`config.mk`:
```
export PLATFORM = sky130hd
export DESIGN_NAME = cplx_acc_result_capture
export DESIGN_NICKNAME = d
export VERILOG_FILES = /design/src/rtl/cplx_acc_pkg.sv /design/src/rtl/cplx_acc_result_capture_fifo.sv /design/src/rtl/cplx_acc_result_capture.sv
export SDC_FILE = /design/constraint.sdc
export NUM_CORES = 1
export LEC_CHECK = 0
export CORE_MARGIN = 8
export CORE_UTILIZATION = 48
export DETAILED_ROUTE_END_ITERATION = 16
export PLACE_DENSITY = 0.75
export SLEW_MARGIN = 15
export SYNTH_ARGS = -nofsm -noshare
export SYNTH_HDL_FRONTEND = slang
export SYNTH_HIERARCHICAL = 1
export SYNTH_SLANG_ARGS = --single-unit
```
`constraint.sdc`:
```
create_clock -name clk -period 24.2 [get_ports clk]
set_input_delay 7.26 -clock clk [delete_from_list [all_inputs] [get_ports clk]]
set_output_delay 7.26 -clock clk [all_outputs]
set_load 0.02 [all_outputs]
```
`src/rtl/cplx_acc_pkg.sv`:
```
// Shared types and helpers for the cplx_acc result-capture path.
package cplx_acc_pkg;

    localparam int unsigned RES_OW = 24;
    localparam int unsigned RES_CW = 16;

    typedef struct packed {
        logic signed [RES_OW-1:0] res_r;
        logic signed [RES_OW-1:0] res_i;
        logic [RES_CW-1:0]        res_len;
    } cplx_res_t;

    // Floor shift by sh, then clamp into a signed ow-bit range.
    function automatic logic signed [63:0] sat_fn(input logic signed [63:0] x,
                                                  input int unsigned       sh,
                                                  input int unsigned       ow);
        logic signed [63:0] y;
        logic signed [63:0] hi;
        logic signed [63:0] lo;
        y  = x >>> sh;
        hi = (64'sd1 <<< (ow - 1)) - 64'sd1;
        lo = -(64'sd1 <<< (ow - 1));
        if (y > hi)      sat_fn = hi;
        else if (y < lo) sat_fn = lo;
        else             sat_fn = y;
    endfunction

endpackage

```
`src/rtl/cplx_acc_result_capture_fifo.sv`:
```
// Synchronous FIFO with a registered first-word-fall-through head that holds its last value when empty.
module cplx_res_fifo
    import cplx_acc_pkg::*;
#(
    parameter int unsigned DEPTH = 8,
    parameter type         T     = cplx_res_t
) (
    input  logic clk,
    input  logic rst_n,
    input  logic push_i,
    input  T     data_i,
    input  logic pop_i,
    output T     data_o,
    output logic valid_o,
    output logic full_o
);

    localparam int unsigned AW = $clog2(DEPTH);

    T           mem_q [DEPTH];
    T           data_q, data_d;
    logic [AW:0] wr_q, wr_d, rd_q, rd_d, rd_inc;
    logic       valid_q, valid_d, full_q, full_d;
    logic       do_push, do_pop;

    always_comb begin
        do_pop  = pop_i && valid_q;
        do_push = push_i && (!full_q || do_pop);
        rd_inc  = rd_q + (AW+1)'(1);
        wr_d    = wr_q + (AW+1)'(do_push);
        rd_d    = rd_q + (AW+1)'(do_pop);
        data_d  = data_q;
        // Head register tracks mem[rd]; a write into an empty queue bypasses memory.
        if (!valid_q) begin
            if (do_push) data_d = data_i;
        end else if (do_pop) begin
            if (rd_inc == wr_q) begin
                if (do_push) data_d = data_i;
            end else begin
                data_d = mem_q[rd_inc[AW-1:0]];
            end
        end
        valid_d = (wr_d != rd_d);
        full_d  = (wr_d[AW] != rd_d[AW]) && (wr_d[AW-1:0] == rd_d[AW-1:0]);
    end

    always_ff @(posedge clk) begin
        if (do_push) mem_q[wr_q[AW-1:0]] <= data_i;
    end

    always_ff @(posedge clk or negedge rst_n) begin
        if (!rst_n) begin
            wr_q    <= '0;
            rd_q    <= '0;
            data_q  <= '0;
            valid_q <= 1'b0;
            full_q  <= 1'b0;
        end else begin
            wr_q    <= wr_d;
            rd_q    <= rd_d;
            data_q  <= data_d;
            valid_q <= valid_d;
            full_q  <= full_d;
        end
    end

    assign data_o  = data_q;
    assign valid_o = valid_q;
    assign full_o  = full_q;

endmodule

```
`src/rtl/cplx_acc_result_capture.sv`:
```
// Aligns sload/flush framing to the DSP latency and queues each frame's saturated final sum.
module cplx_acc_result_capture
    import cplx_acc_pkg::*;
#(
    parameter int unsigned PW    = 40,
    parameter int unsigned LAT   = 4,
    parameter int unsigned SHIFT = 0,
    parameter int unsigned OW    = 24,
    parameter int unsigned CW    = 16,
    parameter int unsigned DEPTH = 8
) (
    input  logic                 clk,
    input  logic                 rst_n,
    input  logic                 sload_in,
    input  logic                 flush_in,
    input  logic signed [PW-1:0] pr,
    input  logic signed [PW-1:0] pi,
    output logic                 out_valid,
    input  logic                 out_ready,
    output logic signed [OW-1:0] res_r,
    output logic signed [OW-1:0] res_i,
    output logic [CW-1:0]        res_len,
    output logic                 ovf,
    input  logic                 ovf_clr
);

    typedef struct packed {
        logic signed [OW-1:0] res_r;
        logic signed [OW-1:0] res_i;
        logic [CW-1:0]        res_len;
    } res_t;

    localparam logic [0:0] IDLE = 1'b0;
    localparam logic [0:0] ACC  = 1'b1;

    logic [0:0]           state_q, state_d;
    logic [CW-1:0]        count_q, count_d, count_inc;
    logic [LAT-1:0]       sdly_q, sdly_d, fdly_q, fdly_d;
    logic signed [PW-1:0] prev_r_q, prev_i_q;
    logic                 ovf_q, ovf_d;
    logic                 m_s, m_f, push_c, fifo_full, fifo_valid;
    res_t                 push_data_c, fifo_data;

    assign m_s       = sdly_q[LAT-1];
    assign m_f       = fdly_q[LAT-1];
    assign count_inc = (count_q == {CW{1'b1}}) ? count_q : count_q + CW'(1);

    // Frame tracking: sload marker closes with the previous cycle's sum, flush with the current one.
    always_comb begin
        state_d     = state_q;
        count_d     = count_q;
        push_c      = 1'b0;
        push_data_c = '0;
        sdly_d      = LAT'({sdly_q, sload_in});
        fdly_d      = LAT'({fdly_q, flush_in});
        if (m_s) begin
            push_c              = (state_q == ACC);
            push_data_c.res_r   = OW'(sat_fn(64'(prev_r_q), SHIFT, OW));
            push_data_c.res_i   = OW'(sat_fn(64'(prev_i_q), SHIFT, OW));
            push_data_c.res_len = count_q;
            state_d             = ACC;
            count_d             = CW'(1);
        end else if (m_f) begin
            push_c              = (state_q == ACC);
            push_data_c.res_r   = OW'(sat_fn(64'(pr), SHIFT, OW));
            push_data_c.res_i   = OW'(sat_fn(64'(pi), SHIFT, OW));
            push_data_c.res_len = count_inc;
            state_d             = IDLE;
            count_d             = '0;
        end else if (state_q == ACC) begin
            count_d = count_inc;
        end
        ovf_d = ovf_q;
        if (ovf_clr) ovf_d = 1'b0;
        if (push_c && fifo_full && !(fifo_valid && out_ready)) ovf_d = 1'b1;
    end

    always_ff @(posedge clk or negedge rst_n) begin
        if (!rst_n) begin
            state_q  <= IDLE;
            count_q  <= '0;
            sdly_q   <= '0;
            fdly_q   <= '0;
            prev_r_q <= '0;
            prev_i_q <= '0;
            ovf_q    <= 1'b0;
        end else begin
            state_q  <= state_d;
            count_q  <= count_d;
            sdly_q   <= sdly_d;
            fdly_q   <= fdly_d;
            prev_r_q <= pr;
            prev_i_q <= pi;
            ovf_q    <= ovf_d;
        end
    end

    cplx_res_fifo #(
        .DEPTH (DEPTH),
        .T     (res_t)
    ) u_fifo (
        .clk     (clk),
        .rst_n   (rst_n),
        .push_i  (push_c),
        .data_i  (push_data_c),
        .pop_i   (out_ready),
        .data_o  (fifo_data),
        .valid_o (fifo_valid),
        .full_o  (fifo_full)
    );

    assign out_valid = fifo_valid;
    assign res_r     = fifo_data.res_r;
    assign res_i     = fifo_data.res_i;
    assign res_len   = fifo_data.res_len;
    assign ovf       = ovf_q;

endmodule

```
==> run metrics <==
status completed; Max Fanout on Critical Path 23; CP startpoint kind primary input; area share of the largest cell type after synthesis 52.05%; CP max-delay cell a21oi_4; # IOs 152; First-pass DRT Iterations 6; first-pass GRT wire length 121,400 µm; clk sinks 692; port bufs 151; Static Leak 12.08 nW; Iter 0 DRT Violations 2,170; Slowest Stage Delay on Critical Path 0.86 ns; Slew Limit Fails 0; die area 0.06973 mm²; relative slew slack 18.60%; RSZ-0062 raised after global routing no; endpoints failing hold 0; final core utilization 55.75%; CP required 24.71 ns; RePlAce Congestion 0.7894; maximum vdd ir drop 0.0001415 V; synth unique cells 62; layout cell share with drive strength beyond 1 8.698%; Slew @ Worst Pin 1.221 ns; Die Y 264.1 µm; Fin Setup TNS 0 ns; Mean Syn Cell Area 14.23 µm²; Crit path max-delay family compound AO/OA/AOI/OAI gates; Hold WC Path Type flop to flop; via count 19,980; vias in the first global route 19,800; hpwl dp 42,220 µm; worst clock skew 0.02146 ns; GRT overflow 0; largest net degree at the start of global routing 118; min Tclk post-route 9.933 ns; worst-path cell chain clkdlybuf4s50_1 > nand4_1 > or4_1 > a21oi_4 > a221o_1 > o2111ai_1 > a211o_1 > o211ai_1; post-synthesis cell count 2,075; GRT Util Overall 22.44%; register area share after synthesis 67.30%; Max clock buf depth 3; final setup fails 0; Root Buffer clkbuf_16; top post-synthesis cells by area edfxtp_1, dfrtp_1, mux2i_1; Initial Util 48.22%; CTS tree done; ys flop type edfxtp_1; Worst EP arrival 10.44 ns; clk slew on worst S/H paths 0.06 ns; Area Overhead vs Synth 15.61%; postcts setup bufs 0; Synthesis Warnings 6; Post-CTS Resized 0; Bufs and invs on worst path 1; hold_buf cts 0; syn_nets 2,166; TritonCTS Buffers 73; Avg WL per Cell 26.85 µm; Yosys top cell by area edfxtp_1; DR DRC count 0; vias per inst 6.633; Mapped Area 0.02954 mm²; post-route antenna net violation count 0; H-tree levels 3; PD cells 130.3 mW/mm²; Final #Nets 2,249; post-synthesis async set-or-reset flop share 26.01%; Post-synth EDFFs 512; #FFs+latches synth 692; WS Path Type primary input to flop; Max-Cap Viols 0; Critical Path Sink Type flop; core region area 0.06126 mm²; Die W 264.1 µm; Skew-Pair Late Insertion Delay 0.61 ns; fmax 100.7 MHz; num rows 91; fin crit share 41.05%; WL final 80,880 µm; initial antenna violation count 3
==> final timing paths <==
path	end	cells after the start	start	slack, ns
setup / recovery	u_fifo/data_o[26]$_DFFE_PN0P_	8	pi[23]	14.27
hold / removal	sdly_q[2]$_DFF_PN0_	0	sdly_q[1]$_DFF_PN0_	0.34
setup reg to reg	u_fifo/full_o$_DFF_PN0_	9	fdly_q[3]$_DFF_PN0_	19.05
hold reg to reg	sdly_q[2]$_DFF_PN0_	0	sdly_q[1]$_DFF_PN0_	0.34
max in group asynchronous	u_fifo/rd_q[0]$_DFF_PN0_	2	rst_n	15.74
min in group asynchronous	u_fifo/data_o[22]$_DFFE_PN0P_	1	rst_n	6.84
==> final cells by class <==
cell class                 instances  area, µm²
sequential                       692      19880
clock buffer                     111       2190
clock inverter                    25      254.0
timing repair buffer             199       1871
multi-input combinational       1181       8909
inverter                          11      45.04
antenna                            3      7.507
fill                            4702      27110
tap                              790      988.4
==> cells by family (layout without fill, tap and decap cells) <==
family | Yosys count | count (layout) | share of synthesized area [%]
compound gates | 419 | 419 | 11.02
xor+xnor | 25 | 25 | 0.8854
fa+ha+maj | 5 | 5 | 0.2118
buf+inv | 202 | 346 | 3.143
flops | 692 | 692 | 67.30
mux | 260 | 260 | 8.816
other cells | 0 | 3 | 0
simple gates | 472 | 472 | 8.617
==> metrics by stage <==
step	area (µm²)	power, W	hold slack, ns	worst slack (ns)	std cells
after floorplan	29540	0.002739	0.3312	9.953	2075
after global placement	31680	0.003270	0.3345	13.77	2873
after detailed placement	31680	0.003304	0.3347	13.71	2873
after CTS	34130	0.004431	0.3387	14.34	3009
after global routing	34150	0.004614	0.3355	14.19	3011
final	34150	0.004451	0.3389	14.27	3012
==> routing by layer <==
layer	GRT usage, %	share of wire (%)	up-vias
met5	0	0	-
met1	29.60	39	10040
met2	36.19	48	1252
met4	9.588	3.2	0
li1	-	-	8516
met3	4.389	11	175
==> cells in the mapped netlist, drive strengths merged (2+ instances only) <==
cell and n:
edfxtp 512, nand3 279, mux2i 259, dfrtp 180, clkbuf 96, buf 95
nand4 93, o21ai 76, a22oi 65, a211o 64, o2111ai 64, o211ai 64
a221o 46, nand2 25, nor2 25, nor4 18, a21oi 15, xor2 14
inv 11, nor3 10, xnor2 8, o311ai 6, or4 6, and3 5
ha 5, a22o 4, o31ai 4, a311oi 2, a32o 2, and2 2
nand2b 2, nor3b 2, or3 2, xnor3 2
==> where the power goes <==
part	switching, W	internal (W)	total (W)
sequential	0.000126	0.00149	0.00162
clock	0.000448	0.000679	0.00113
combinational	0.00114	0.000561	0.00171
==> state kept, by name, indices dropped and copies added (netlist names), 16 cells and up <==
| register | count |
|---|---|
| count_q | 16 |
| prev_i_q | 40 |
| prev_r_q | 40 |
| u_fifo/data_o | 64 |
| u_fifo/mem_q | 512 |
==> cell usage in the layout (no fill, tap or decap), types with 4 or more instances in the layout <==
cell type and count:
o2111ai_1 64, clkbuf_16 81, clkbuf_1 25, nand3_1 277, edfxtp_1 512, a221o_1 46
inv_1 7, a21oi_1 11, ha_1 4, nand2_1 25, xnor2_1 6, nor4_1 16
clkdlybuf4s50_1 149, nor3_1 5, nand4_1 91, a22o_1 4, nor3_2 4, dfrtp_1 178
a22oi_1 65, o21ai_0 72, bufinv_16 5, clkinv_2 10, o211ai_1 64, mux2i_1 259
buf_4 48, or4_1 5, clkbuf_8 6, xor2_1 13, nor2_1 22, a211o_1 64
clkinv_1 8, and3_1 5
Power figures use the tool's default switching activity.
